$ cat config.mk
export PLATFORM = sky130hd
export DESIGN_NAME = mem_fetch_ctrl
export DESIGN_NICKNAME = d
export VERILOG_FILES = /design/src/rtl/mem_fetch_ctrl.sv
export SDC_FILE = /design/constraint.sdc
export NUM_CORES = 1
export LEC_CHECK = 0
export ABC_AREA = 1
export BUFFER_PORTS_ARGS = -buffer_cell sky130_fd_sc_hd__buf_4
export CAP_MARGIN = 20
export CORE_ASPECT_RATIO = 0.9
export CORE_MARGIN = 2
export CORE_UTILIZATION = 49
export CTS_CLUSTER_SIZE = 24
export DETAILED_ROUTE_END_ITERATION = 16
export GPL_TIMING_DRIVEN = 0
export PLACE_DENSITY = 0.77
export SYNTH_ARGS = -nofsm -noshare
export SYNTH_HDL_FRONTEND = slang
export SYNTH_SLANG_ARGS = --single-unit
export TNS_END_PERCENT = 50
$ cat constraint.sdc
create_clock -name clk -period 1.6 [get_ports clk]
set_input_delay 0.16 -clock clk [delete_from_list [all_inputs] [get_ports clk]]
set_output_delay 0.16 -clock clk [all_outputs]
set_load 0.1 [all_outputs]
$ cat src/rtl/mem_fetch_ctrl.sv
// -----------------------------------------------------------------------------
// mem_fetch_ctrl
//
// Fetch and memory-access sequencer for the multi-cycle CPU. It owns the PC
// and the instruction register. It places instruction fetches, data loads,
// data stores and branch redirects onto one single-port RAM interface. The
// RAM may insert any number of wait states through mem_ready. The execution
// controller hands over one op at a time through op_valid/op_ready. A
// watchdog moves the block into a sticky error state when the memory stops
// responding.
//
// Ports
//   clk        system clock, rising edge
//   reset      synchronous active-high reset
//   mem_cmd    memory command (00 none, 01 read, 10 write)
//   mem_addr   memory address
//   mem_wdata  store data, held after the store completes
//   mem_rdata  read data, valid with mem_ready
//   mem_ready  access completes when mem_cmd != none and mem_ready = 1
//   op_valid   execution controller presents an op
//   op_kind    00 NEXT, 01 LOAD, 10 STORE, 11 BRANCH
//   op_addr    data address (LOAD/STORE) or absolute branch target
//   op_wdata   store data for STORE
//   op_ready   block accepts an op this cycle (DISPATCH only)
//   ir         instruction register
//   ir_valid   one-cycle pulse: ir was just loaded
//   ld_data    result of the last load
//   ld_valid   one-cycle pulse: ld_data was just updated
//   pc         address of the next instruction to fetch
//   bus_err    sticky watchdog error
// -----------------------------------------------------------------------------
module mem_fetch_ctrl #(
  parameter int ADDR_W   = 9,
  parameter int DATA_W   = 16,
  parameter int RESET_PC = 0,
  parameter int TIMEOUT  = 15
) (
  input  logic              clk,
  input  logic              reset,
  output logic [1:0]        mem_cmd,
  output logic [ADDR_W-1:0] mem_addr,
  output logic [DATA_W-1:0] mem_wdata,
  input  logic [DATA_W-1:0] mem_rdata,
  input  logic              mem_ready,
  input  logic              op_valid,
  input  logic [1:0]        op_kind,
  input  logic [ADDR_W-1:0] op_addr,
  input  logic [DATA_W-1:0] op_wdata,
  output logic              op_ready,
  output logic [DATA_W-1:0] ir,
  output logic              ir_valid,
  output logic [DATA_W-1:0] ld_data,
  output logic              ld_valid,
  output logic [ADDR_W-1:0] pc,
  output logic              bus_err
);

  // The watchdog counter only has to reach TIMEOUT, so it is sized for that.
  // It keeps a 1-bit minimum so the design stays legal with the watchdog off.
  localparam int WC_W = (TIMEOUT > 0) ? $clog2(TIMEOUT + 1) : 1;
  localparam logic [WC_W-1:0]   WC_LIMIT = (TIMEOUT > 0) ? WC_W'(TIMEOUT - 1) : '0;
  localparam logic [ADDR_W-1:0] PC_INIT  = ADDR_W'(RESET_PC);

  localparam logic [1:0] MNONE  = 2'b00;
  localparam logic [1:0] MREAD  = 2'b01;
  localparam logic [1:0] MWRITE = 2'b10;

  localparam logic [1:0] OP_NEXT   = 2'b00;
  localparam logic [1:0] OP_LOAD   = 2'b01;
  localparam logic [1:0] OP_STORE  = 2'b10;
  localparam logic [1:0] OP_BRANCH = 2'b11;

  typedef enum logic [2:0] {
    S_FETCH    = 3'd0,
    S_DISPATCH = 3'd1,
    S_DATA_RD  = 3'd2,
    S_DATA_WR  = 3'd3,
    S_ERR      = 3'd4
  } state_t;

  state_t            state_reg, state_next;
  logic [ADDR_W-1:0] pc_reg;
  logic [DATA_W-1:0] ir_reg;
  logic [DATA_W-1:0] ld_data_reg;
  logic [ADDR_W-1:0] data_addr_reg;
  logic [DATA_W-1:0] wdata_reg;
  logic [WC_W-1:0]   wait_cnt_reg;
  logic              ir_valid_reg;
  logic              ld_valid_reg;
  logic              in_access;
  logic              wd_expired;

  assign in_access = (state_reg == S_FETCH) || (state_reg == S_DATA_RD) ||
                     (state_reg == S_DATA_WR);

  // Exactly TIMEOUT consecutive not-ready cycles trip the error. A ready on
  // the last allowed cycle still completes, because ready is checked first.
  assign wd_expired = (TIMEOUT != 0) && (wait_cnt_reg == WC_LIMIT);

  // ---------------------------------------------------------------------------
  // State register
  // ---------------------------------------------------------------------------
  always_ff @(posedge clk) begin
    if (reset) begin
      state_reg <= S_FETCH;
    end else begin
      state_reg <= state_next;
    end
  end

  // ---------------------------------------------------------------------------
  // Next-state logic
  // ---------------------------------------------------------------------------
  always_comb begin
    state_next = state_reg;
    unique case (state_reg)
      S_FETCH, S_DATA_RD, S_DATA_WR: begin
        if (mem_ready) begin
          state_next = S_DISPATCH;
        end else if (wd_expired) begin
          state_next = S_ERR;
        end
      end
      S_DISPATCH: begin
        if (op_valid) begin
          unique case (op_kind)
            OP_LOAD:  state_next = S_DATA_RD;
            OP_STORE: state_next = S_DATA_WR;
            default:  state_next = S_FETCH;   // NEXT and BRANCH both refetch
          endcase
        end
      end
      S_ERR:   state_next = S_ERR;
      default: state_next = S_FETCH;
    endcase
  end

  // ---------------------------------------------------------------------------
  // Output logic
  // ---------------------------------------------------------------------------
  always_comb begin
    mem_cmd  = MNONE;
    mem_addr = pc_reg;
    op_ready = 1'b0;
    bus_err  = 1'b0;
    unique case (state_reg)
      S_FETCH: begin
        mem_cmd  = MREAD;
        mem_addr = pc_reg;
      end
      S_DATA_RD: begin
        mem_cmd  = MREAD;
        mem_addr = data_addr_reg;
      end
      S_DATA_WR: begin
        mem_cmd  = MWRITE;
        mem_addr = data_addr_reg;
      end
      S_DISPATCH: op_ready = 1'b1;
      S_ERR:      bus_err  = 1'b1;
      default: ;
    endcase
    // An access abandoned by reset must not stay on the bus while reset
    // is held. The reset values already select FETCH, so the command is
    // masked here until reset is released.
    if (reset) begin
      mem_cmd = MNONE;
    end
  end

  // ---------------------------------------------------------------------------
  // Datapath: PC, IR, load data, store buffer, watchdog, result pulses
  // ---------------------------------------------------------------------------
  always_ff @(posedge clk) begin
    if (reset) begin
      pc_reg        <= PC_INIT;
      ir_reg        <= '0;
      ld_data_reg   <= '0;
      data_addr_reg <= '0;
      wdata_reg     <= '0;
      wait_cnt_reg  <= '0;
      ir_valid_reg  <= 1'b0;
      ld_valid_reg  <= 1'b0;
    end else begin
      ir_valid_reg <= 1'b0;
      ld_valid_reg <= 1'b0;

      if (in_access) begin
        if (mem_ready) begin
          wait_cnt_reg <= '0;
        end else begin
          wait_cnt_reg <= wait_cnt_reg + WC_W'(1);
        end
      end

      unique case (state_reg)
        S_FETCH: begin
          if (mem_ready) begin
            ir_reg       <= mem_rdata;
            ir_valid_reg <= 1'b1;
            pc_reg       <= pc_reg + ADDR_W'(1);   // wraps at all-ones
          end
        end
        S_DATA_RD: begin
          if (mem_ready) begin
            ld_data_reg  <= mem_rdata;
            ld_valid_reg <= 1'b1;
          end
        end
        S_DISPATCH: begin
          // Clearing here means every access state is entered with a fresh count.
          wait_cnt_reg <= '0;
          if (op_valid) begin
            unique case (op_kind)
              OP_LOAD: data_addr_reg <= op_addr;
              OP_STORE: begin
                data_addr_reg <= op_addr;
                wdata_reg     <= op_wdata;
              end
              OP_BRANCH: pc_reg <= op_addr;
              default: ;
            endcase
          end
        end
        default: ;
      endcase
    end
  end

  assign pc        = pc_reg;
  assign ir        = ir_reg;
  assign ir_valid  = ir_valid_reg;
  assign ld_data   = ld_data_reg;
  assign ld_valid  = ld_valid_reg;
  assign mem_wdata = wdata_reg;

endmodule

### Yosys cells after proc, flatten, opt, wreduce, memory -nomap -nowiden

Cells that the tools add are included.

| cells by class | value |
|---|---|
| add/sub/neg operators | 2 |
| equality and inequality tests | 12 |
| mux-type cells | 16 |
| bitwise logic cells | 2 |
| reductions and logical operators | 17 |

Operators by type and width:

| cell | count |
|---|---|
| 9-bit 2-to-1 mux | 4 |
| 9-bit one-hot mux with 2 select lines | 1 |
| 2-bit OR reduction | 6 |
| 9-bit by 1-bit adder with 9-bit output (second input constant) | 1 |
| 3-bit 2-to-1 mux | 3 |
| 3-bit one-hot mux with 3 select lines | 1 |
| 2-bit one-hot mux with 2 select lines | 2 |
| 3-bit by 2-bit equality test with 1-bit output (second input constant) | 2 |
| 2-bit AND reduction | 3 |
| 3-bit AND reduction | 2 |
| 4-bit by 1-bit adder with 4-bit output (second input constant) | 1 |
| 2-bit equality test (second input constant) | 2 |
| 4-bit equality test (second input constant) | 1 |
| 4-bit 2-to-1 mux | 1 |
| 2-bit inequality test (second input constant) | 2 |
| 4-bit AND reduction | 1 |
| 3-bit by 1-bit equality test with 1-bit output (second input constant) | 1 |
| 3-bit equality test (second input constant) | 1 |
| 3-bit logical NOT | 1 |
| 1-bit 2-to-1 mux | 3 |
| 3-bit inequality test (second input constant) | 1 |
| 3-bit OR reduction | 1 |
| 2-bit by 1-bit equality test with 1-bit output (second input constant) | 1 |
| 1-bit logical OR | 2 |
| 4 further kinds | 5 |

| storage, ports and cells | value |
|---|---|
| flip-flop bits (word level) | 75 |
| bits of input ports | 47 |
| output and inout bits | 72 |
| logic and storage cells | 58 |

### Logic depth before layout (Yosys ltp)

Gate-level depths: netlist (run 1).

| depth | value |
|---|---|
| word-level depth | 4 |
| mapped depth | 10 |
| mapped depth without buffers | 10 |

### Worst setup path after synthesis (run 1)

Ideal clock, no wire load.

| timing path | value |
|---|---|
| path kind | register -> output |
| start point | register pc_reg[5] (netlist: pc[5]) |
| end point | output mem_addr[5] |
| arrival time | 3.325 ns |
| data required time | 1.440 ns |
| slack | -1.885 ns |
| cell stages (with the launch flop) | 3 |
| path buffers | 0 |
| path through | dfxtp_1 > inv_1 > o21ai_0 |

| on the way | value |
|---|---|
| word-level cells in the longest chain between the ends | 1 |

Ends and longest elaborated chain:

| element | line | source |
|---|---|---|
| start: declaration | 82 | `logic [ADDR_W-1:0] pc_reg;` |
| start signal: assignment | 201 | `pc_reg <= pc_reg + ADDR_W'(1);` |
| start signal: assignment | 220 | `OP_BRANCH: pc_reg <= op_addr;` |
| 9-bit 2-to-1 mux | 146 | `unique case (state_reg)` |
| end: declaration | 41 | `output logic [ADDR_W-1:0] mem_addr,` |

No other way between the ends.

### Worst setup path in the final report (run 1)

| timing path | value |
|---|---|
| start point | register state_reg[2] |
| end point | output mem_addr[4] |

| on the way | value |
|---|---|
| word-level cells in the longest chain between the ends | 3 |
| elaborated cells between the ends (all ways) | 4 |
| those cells by class | eq/ne: 2; mux: 1; reduce/logical: 1 |

Ends and longest elaborated chain:

| element | line | source |
|---|---|---|
| start: declaration | 81 | `state_t state_reg, state_next;` |
| start signal: assignment | 107 | `state_reg <= state_next;` |
| 3-bit by 2-bit equality test with 1-bit output | 146 |  |
| 2-bit OR reduction (no line) * | n/a |  |
| 9-bit 2-to-1 mux * | 146 |  |

Every way passes the cells marked *; elsewhere a longest branch is shown, timed or not.

==> results of run 1 <==
layer usage:
metal	global-route usage	vias to the layer above	wire length, µm
met5	0	-	0
met4	0.08507	0	140
met3	0.07114	16	662
met2	0.4360	96	4466
met1	0.3291	1546	4028
li1	-	1711	-
tightest hold or removal path, delay by kind of cell:
family | cells | cell delay [ns]
buffers and inverters | 1 | 0.08
AO/OA/AOI/OAI | 1 | 0.06
AND/OR/NAND/NOR | 1 | 0.07
power by group:
part	total, mW	internal (mW)	leakage, nW	switching, mW
combinational	2.49	0.637	1.42	1.86
clock	1.44	0.726	0.0862	0.711
sequential	2.15	2.03	0.616	0.119
Yosys cell counts:
cell type | count | area share
a21oi_1 | 29 | 0.045
buf_2 | 4 | 0.0062
buf_4 | 4 | 0.0093
buf_6 | 2 | 0.0070
clkbuf_1 | 7 | 0.0081
clkbuf_2 | 2 | 0.0031
clkinv_4 | 1 | 0.0027
dfxtp_1 | 75 | 0.46
ha_1 | 5 | 0.019
inv_1 | 43 | 0.050
inv_2 | 5 | 0.0058
nand2_1 | 53 | 0.062
nand2_2 | 7 | 0.014
nand2_4 | 1 | 0.0035
nand3_1 | 12 | 0.019
nand3_2 | 1 | 0.0031
nand3_4 | 2 | 0.011
nand4_1 | 1 | 0.0019
nor2_1 | 112 | 0.13
nor2_4 | 1 | 0.0035
nor3_1 | 4 | 0.0062
o211ai_1 | 2 | 0.0046
o21ai_0 | 56 | 0.087
o21ai_1 | 21 | 0.033
xor2_1 | 1 | 0.0027
logic make-up after synthesis:
logic type                 after synthesis  share of synthesized area
AOI/OAI and AO/OA                      108                     0.1687
xor gates and xnor gates                 1                   0.002709
adders and majority gates                5                    0.01935
buffers and inverters                   68                    0.09211
DFF                                     75                     0.4644
and+or+nand+nor                        194                     0.2527
per-stage QoR:
stage | util | power, mW
2_1_floorplan | - | 4.010
3_3_place_gp | 0.6722 | 4.519
3_5_place_dp | 0.6722 | 4.546
4_1_cts | 0.7317 | 6.074
5_1_grt | 0.7357 | 6.339
6_report | 0.7357 | 6.078
cell type report:
| cell class | instances | area (µm²) | share of cell area |
|---|---|---|---|
| Timing Repair Buffer | 123 | 1039 | 0.2178 |
| Sequential cell | 75 | 1521 | 0.3191 |
| Clock inverter | 5 | 61.31 | 0.01286 |
| Clock buffer | 11 | 131.4 | 0.02755 |
| Buffer | 19 | 131.4 | 0.02755 |
| Tap cell | 90 | 112.6 | 0.02362 |
| Inverter | 49 | 203.9 | 0.04277 |
| Multi-Input combinational cell | 308 | 1568 | 0.3288 |
worst min-delay path by stage:
| stage | from | to | slack (ns) | depth (start not counted) |
|---|---|---|---|---|
| after floorplan | op_addr[3] | data_addr_reg[3] | 0.31 | 2 |
| after global placement | mem_rdata[13] | ld_data[13] | 0.41 | 3 |
| after detailed placement | op_addr[7] | data_addr_reg[7] | 0.41 | 3 |
| after CTS | op_addr[7] | data_addr_reg[7] | 0.04 | 3 |
| after global routing | mem_rdata[12] | ld_data[12] | 0.05 | 3 |
| final | op_addr[7] | data_addr_reg[7] | 0.05 | 3 |
what timing repair did:
action / in CTS / in global routing
pin swaps: 2 / 1
resized for setup: 35 / 10
setup endpoints to repair: 9 / 18
gates cloned: 1 / 0
buffers inserted: 5 / 0
placed cells by master (no fill, tap or decap), types with 5 or more instances in the layout:
cell      instances
a21oi_1          29
buf_12            6
buf_2             5
buf_4           116
clkbuf_1          7
clkbuf_8          9
dfxtp_1          63
dfxtp_2          10
ha_1              5
inv_1            43
nand2_1          50
nand2_2           8
nand3_1          12
nor2_1          110
o21ai_0          47
o21ai_1          21
o21ai_4           7
==> impl_metrics.env, run 1 <==
export IMPL_status="finished clean"
export IMPL_netlist_cell_type_count=25
export IMPL_worstHoldPathType="input pin to flip-flop"
export IMPL_grt_max_degree=14
export IMPL_synthCells=451
export IMPL_die_h_um=81.06
export IMPL_final_area_um2=4768
export IMPL_placementRows=28
export IMPL_p_leak_nw=2.126
export IMPL_rsz0062_at_grt="true"
export IMPL_critPathMaxStageDelay_ns=0.38
export IMPL_postCtsHoldBufs=0
export IMPL_rrSetupSlack_ns=0.12
export IMPL_crit_fanout=7
export IMPL_path_delay_family="buffers and inverters"
export IMPL_timing_hold_ws_ns=0.05195
export IMPL_fin_cells=680
export IMPL_place_worst_setup_slack_ns=-0.05202
export IMPL_syn_area_um2=3233
export IMPL_period_needed_ns=1.562
export IMPL_syn_area_per_cell_um2=7.169
export IMPL_synth_fp_nets=503
export IMPL_grt_pass1_vias=3175
export IMPL_fmax_mhz=640.3
export IMPL_vias=3369
export IMPL_crit_path_start="state_reg[2]"
export IMPL_grt_total_usage=0.2623
export IMPL_ys_seq_area_frac=0.4644
export IMPL_antenna_cells=0
export IMPL_arrival_ns=1.40
export IMPL_ir_drop_uv=743.0
export IMPL_drive_gt1_frac=0.3339
export IMPL_drc=0
export IMPL_fin_crit_sh=0.9761
export IMPL_ff2ff_path_depth=9
export IMPL_slowest_stage="dfxtp_4"
export IMPL_fin_skew_ns=0.005922
export IMPL_clk_latency_ns=0.35
export IMPL_die_x_um=89.62
export IMPL_yosys_warnings=0
export IMPL_totalWireLength_mm=9.297
export IMPL_power_density_nw_per_um2=1275
export IMPL_drt_iter0_drc=157
export IMPL_gp_congestion=0.8348
export IMPL_via_per_inst=4.954
export IMPL_syn_to_final_growth_pct=47.48
export IMPL_die_area_um2=7265
export IMPL_max_slew_margin=0.6133
export IMPL_avgRoutedWirePerCell_um=13.67
export IMPL_postPlaceCellArea_um2=4357
export IMPL_cts_sinks=75
export IMPL_cp_cell_sequence="inv_8, nand2_8, inv_8, clkbuf_16, o21ai_4, buf_8"
export IMPL_fill_cells=527
export IMPL_end_kind="output pin"
export IMPL_grt_pass1_wl_mm=14.65
export IMPL_fin_ws_ns=0.03819
export IMPL_cp_num_buf_inv=4
export IMPL_postRouteAntennaNets=0
export IMPL_boundaryPins=119
export IMPL_worstPathRequired_ns=1.44
export IMPL_cap_violations=0
export IMPL_htreeDepth=3
export IMPL_tns_ns=0
export IMPL_tightest_slew_ns=0.5800
export IMPL_worst_path_stages=6
export IMPL_maxSlewViolCount=0
export IMPL_tritoncts="done"
export IMPL_crit_type="flip-flop to output pin"
export IMPL_antenna_found_initial=0
export IMPL_cts_buffers=9
export IMPL_port_buffers=117
export IMPL_initial_core_util=0.4988
export IMPL_coreArea_um2=6481
export IMPL_gr_total_overflow=0
export IMPL_crit_end="mem_addr[4]"
export IMPL_placed_cells=658
export IMPL_hpwl_mm=6.688
export IMPL_path_common_cell="inv_8"
export IMPL_root_buffer="clkbuf_8"
export IMPL_clkTransAtPathRegs_ns=0.08
export IMPL_setup_viol=0
export IMPL_finalHoldViolations=0
export IMPL_cts_buffer_depth=2
export IMPL_drt_pre_antenna_iters=5
export IMPL_worstReg2RegEnd="pc[5]"
export IMPL_final_nets=637
export IMPL_start_kind="flip-flop"
export IMPL_r2r_start="state_reg[2]"
export IMPL_synth_seq_cells=75
(Power assumes the default switching activity.)
==> inputs of run 2 (changes only) <==
--- a/config.mk
+++ b/config.mk
@@ -8,7 +8,7 @@
 export ABC_AREA = 1
 export BUFFER_PORTS_ARGS = -buffer_cell sky130_fd_sc_hd__buf_4
 export CAP_MARGIN = 20
-export CORE_ASPECT_RATIO = 0.9
+export CORE_ASPECT_RATIO = 1.25
 export CORE_MARGIN = 2
 export CORE_UTILIZATION = 49
 export CTS_CLUSTER_SIZE = 24
==> run 2 against run 1 <==
Cell count is 0.29% lower; via count is 0.65% higher; setup slack worse by 0.031 ns; sequential power about the same; global-route usage shrank 0.091 points; non-clock buffer count grew 1; combinational power barely moved; utilization up 0.82 points; clock skew rose by 0.0031 ns; design area rose by 1.1%; critical path depth increased by 1; clock power rose by 23%.
==> impl_metrics.env, run 2 (same netlist as run 1, synthesis figures left out) <==
export IMPL_grt_max_degree=14
export IMPL_period_needed_ns=1.593
export IMPL_boundaryPins=119
export IMPL_max_slew_margin=0.6776
export IMPL_clockPowerShare=0.276
export IMPL_clkTransAtPathRegs_ns=0.08
export IMPL_final_util=0.7439
export IMPL_gr_total_overflow=0
export IMPL_end_kind="output pin"
export IMPL_worstHoldPathType="input pin to flip-flop"
export IMPL_finalPower_mw=6.425
export IMPL_crit_fanout=7
export IMPL_via_per_inst=5.001
export IMPL_clk_latency_ns=0.35
export IMPL_antenna_found_initial=0
export IMPL_tightest_slew_ns=0.4835
export IMPL_start_kind="flip-flop"
export IMPL_die_area_um2=7268
export IMPL_placementRows=33
export IMPL_critPathMaxStageDelay_ns=0.36
export IMPL_fin_crit_sh=0.9957
export IMPL_vias=3391
export IMPL_hpwl_mm=6.759
export IMPL_rsz0062_at_grt="true"
export IMPL_tritoncts="done"
export IMPL_netSwitchingFraction=0.4222
export IMPL_grt_pass1_vias=3159
export IMPL_p_leak_nw=2.162
export IMPL_ir_drop_uv=812.9
export IMPL_final_cell_mix="buf_4, nor2_1, dfxtp_1"
export IMPL_maxSlewViolCount=0
export IMPL_postRouteAntennaNets=0
export IMPL_cp_num_buf_inv=4
export IMPL_initial_core_util=0.4987
export IMPL_syn_to_final_growth_pct=49.15
export IMPL_switchingPower_mw=2.712
export IMPL_dr_wl_met3_um=501
export IMPL_wirelength_met1_mm=3.649
export IMPL_finalHoldViolations=0
export IMPL_die_x_um=76.66
export IMPL_internal_power_mw=3.713
export IMPL_setup_viol=0
export IMPL_slowest_stage="dfxtp_4"
export IMPL_die_h_um=94.82
export IMPL_final_common_cell="buf_4"
export IMPL_root_buffer="clkbuf_8"
export IMPL_crit_type="flip-flop to output pin"
export IMPL_seq_power_share=0.335
export IMPL_final_nets=638
export IMPL_dr_wl_met2_mm=5.064
export IMPL_postCtsHoldBufs=0
export IMPL_grt_pass1_wl_mm=14.95
export IMPL_htreeDepth=3
export IMPL_combPwrFrac=0.389
export IMPL_status="finished clean"
export IMPL_cap_violations=0
export IMPL_drive_gt1_frac=0.3367
export IMPL_path_delay_family="buffers and inverters"
export IMPL_arrival_ns=1.43
export IMPL_antenna_cells=0
export IMPL_cp_cell_sequence="inv_4, nand2_8, inv_8, clkbuf_16, nand2_2, o21ai_4, buf_12"
export IMPL_fmax_mhz=627.7
export IMPL_coreArea_um2=6482
export IMPL_drt_pre_antenna_iters=4
export IMPL_drc=0
export IMPL_cts_sinks=75
export IMPL_gp_congestion=0.8671
export IMPL_port_buffers=117
export IMPL_fin_skew_ns=0.008995
export IMPL_top_layer="met4"
export IMPL_drt_iter0_drc=135
export IMPL_worstPathRequired_ns=1.44
export IMPL_avgRoutedWirePerCell_um=14.00
export IMPL_cts_buffer_depth=2
export IMPL_grt_total_usage=0.2614
export IMPL_cts_buffers=9
export IMPL_totalWireLength_mm=9.492
export IMPL_power_density_nw_per_um2=1332
[run 2: cell types whose count changed in the layout (fill, tap and decap cells not counted), sizes merged]
cell      previous run  this run
clkinvlp             3         0
bufinv               1         3
clkinv               1         3
buf                133       134
clkbuf              20        19
[run 2: through the flow]
stage	setup slack, ns	area [µm²]	std cells	hold WS, ns	setup TNS [ns]
2_1_floorplan	-0.1305	3366	451	0.3061	-0.5978
3_3_place_gp	-0.06686	4353	655	0.4105	-0.1979
3_5_place_dp	-0.07685	4353	655	0.4144	-0.1974
4_1_cts	0.00005784	4761	676	0.05710	0
5_1_grt	-0.04124	4822	678	0.08537	-0.1026
6_report	0.006892	4822	678	0.06179	0
[run 2: layout make-up]
class / count / area [µm²]
plain buffers: 19 / 130.1
clock buffers: 10 / 127.6
clock inverters: 6 / 112.6
fillers: 524 / 1660
inverters: 49 / 198.9
multi-input cells: 308 / 1578
flip-flops and latches: 75 / 1521
well taps: 87 / 108.9
repair buffers: 124 / 1045
[run 2: per-layer routing]
| metal | up-vias | GRT usage |
|---|---|---|
| met5 | - | 0 |
| met3 | 22 | 0.04971 |
| met4 | 0 | 0.1197 |
| met2 | 111 | 0.4904 |
| met1 | 1555 | 0.2859 |
| li1 | 1703 | - |
[run 2: what timing repair did]
item | in CTS | in global routing
cloned | 1 | 0
pin swaps | 2 | 2
gates resized for setup | 32 | 12
setup endpoints to repair | 9 | 28
setup buffers | 4 | 2
[run 2: path summary, 6_finish.rpt]
path,startpoint,to,slack (ns),cells past startpoint
min,op_addr[4],data_addr_reg[4],0.06,3
min reg2reg,mem_wdata[8],mem_wdata[8],0.45,2
max reg2reg,state_reg[2],pc[5],0.17,9
max,state_reg[2],mem_addr[6],0.007,7
[run 2: worst min-delay path, delay by kind of cell]
family	cells	cell delay (ns)
AO/OA/AOI/OAI	1	0.06
buffers and inverters	1	0.09
AND/OR/NAND/NOR	1	0.07
[run 2: power groups by stage]
stage	clock network, mW	registers, mW	logic [mW]
after detailed placement	0	2.19	2.35
after global placement	0	2.18	2.32
after floorplan	0	3.02	0.985
after CTS	1.78	2.14	2.45
final	1.77	2.15	2.50
after global routing	1.86	2.17	2.63
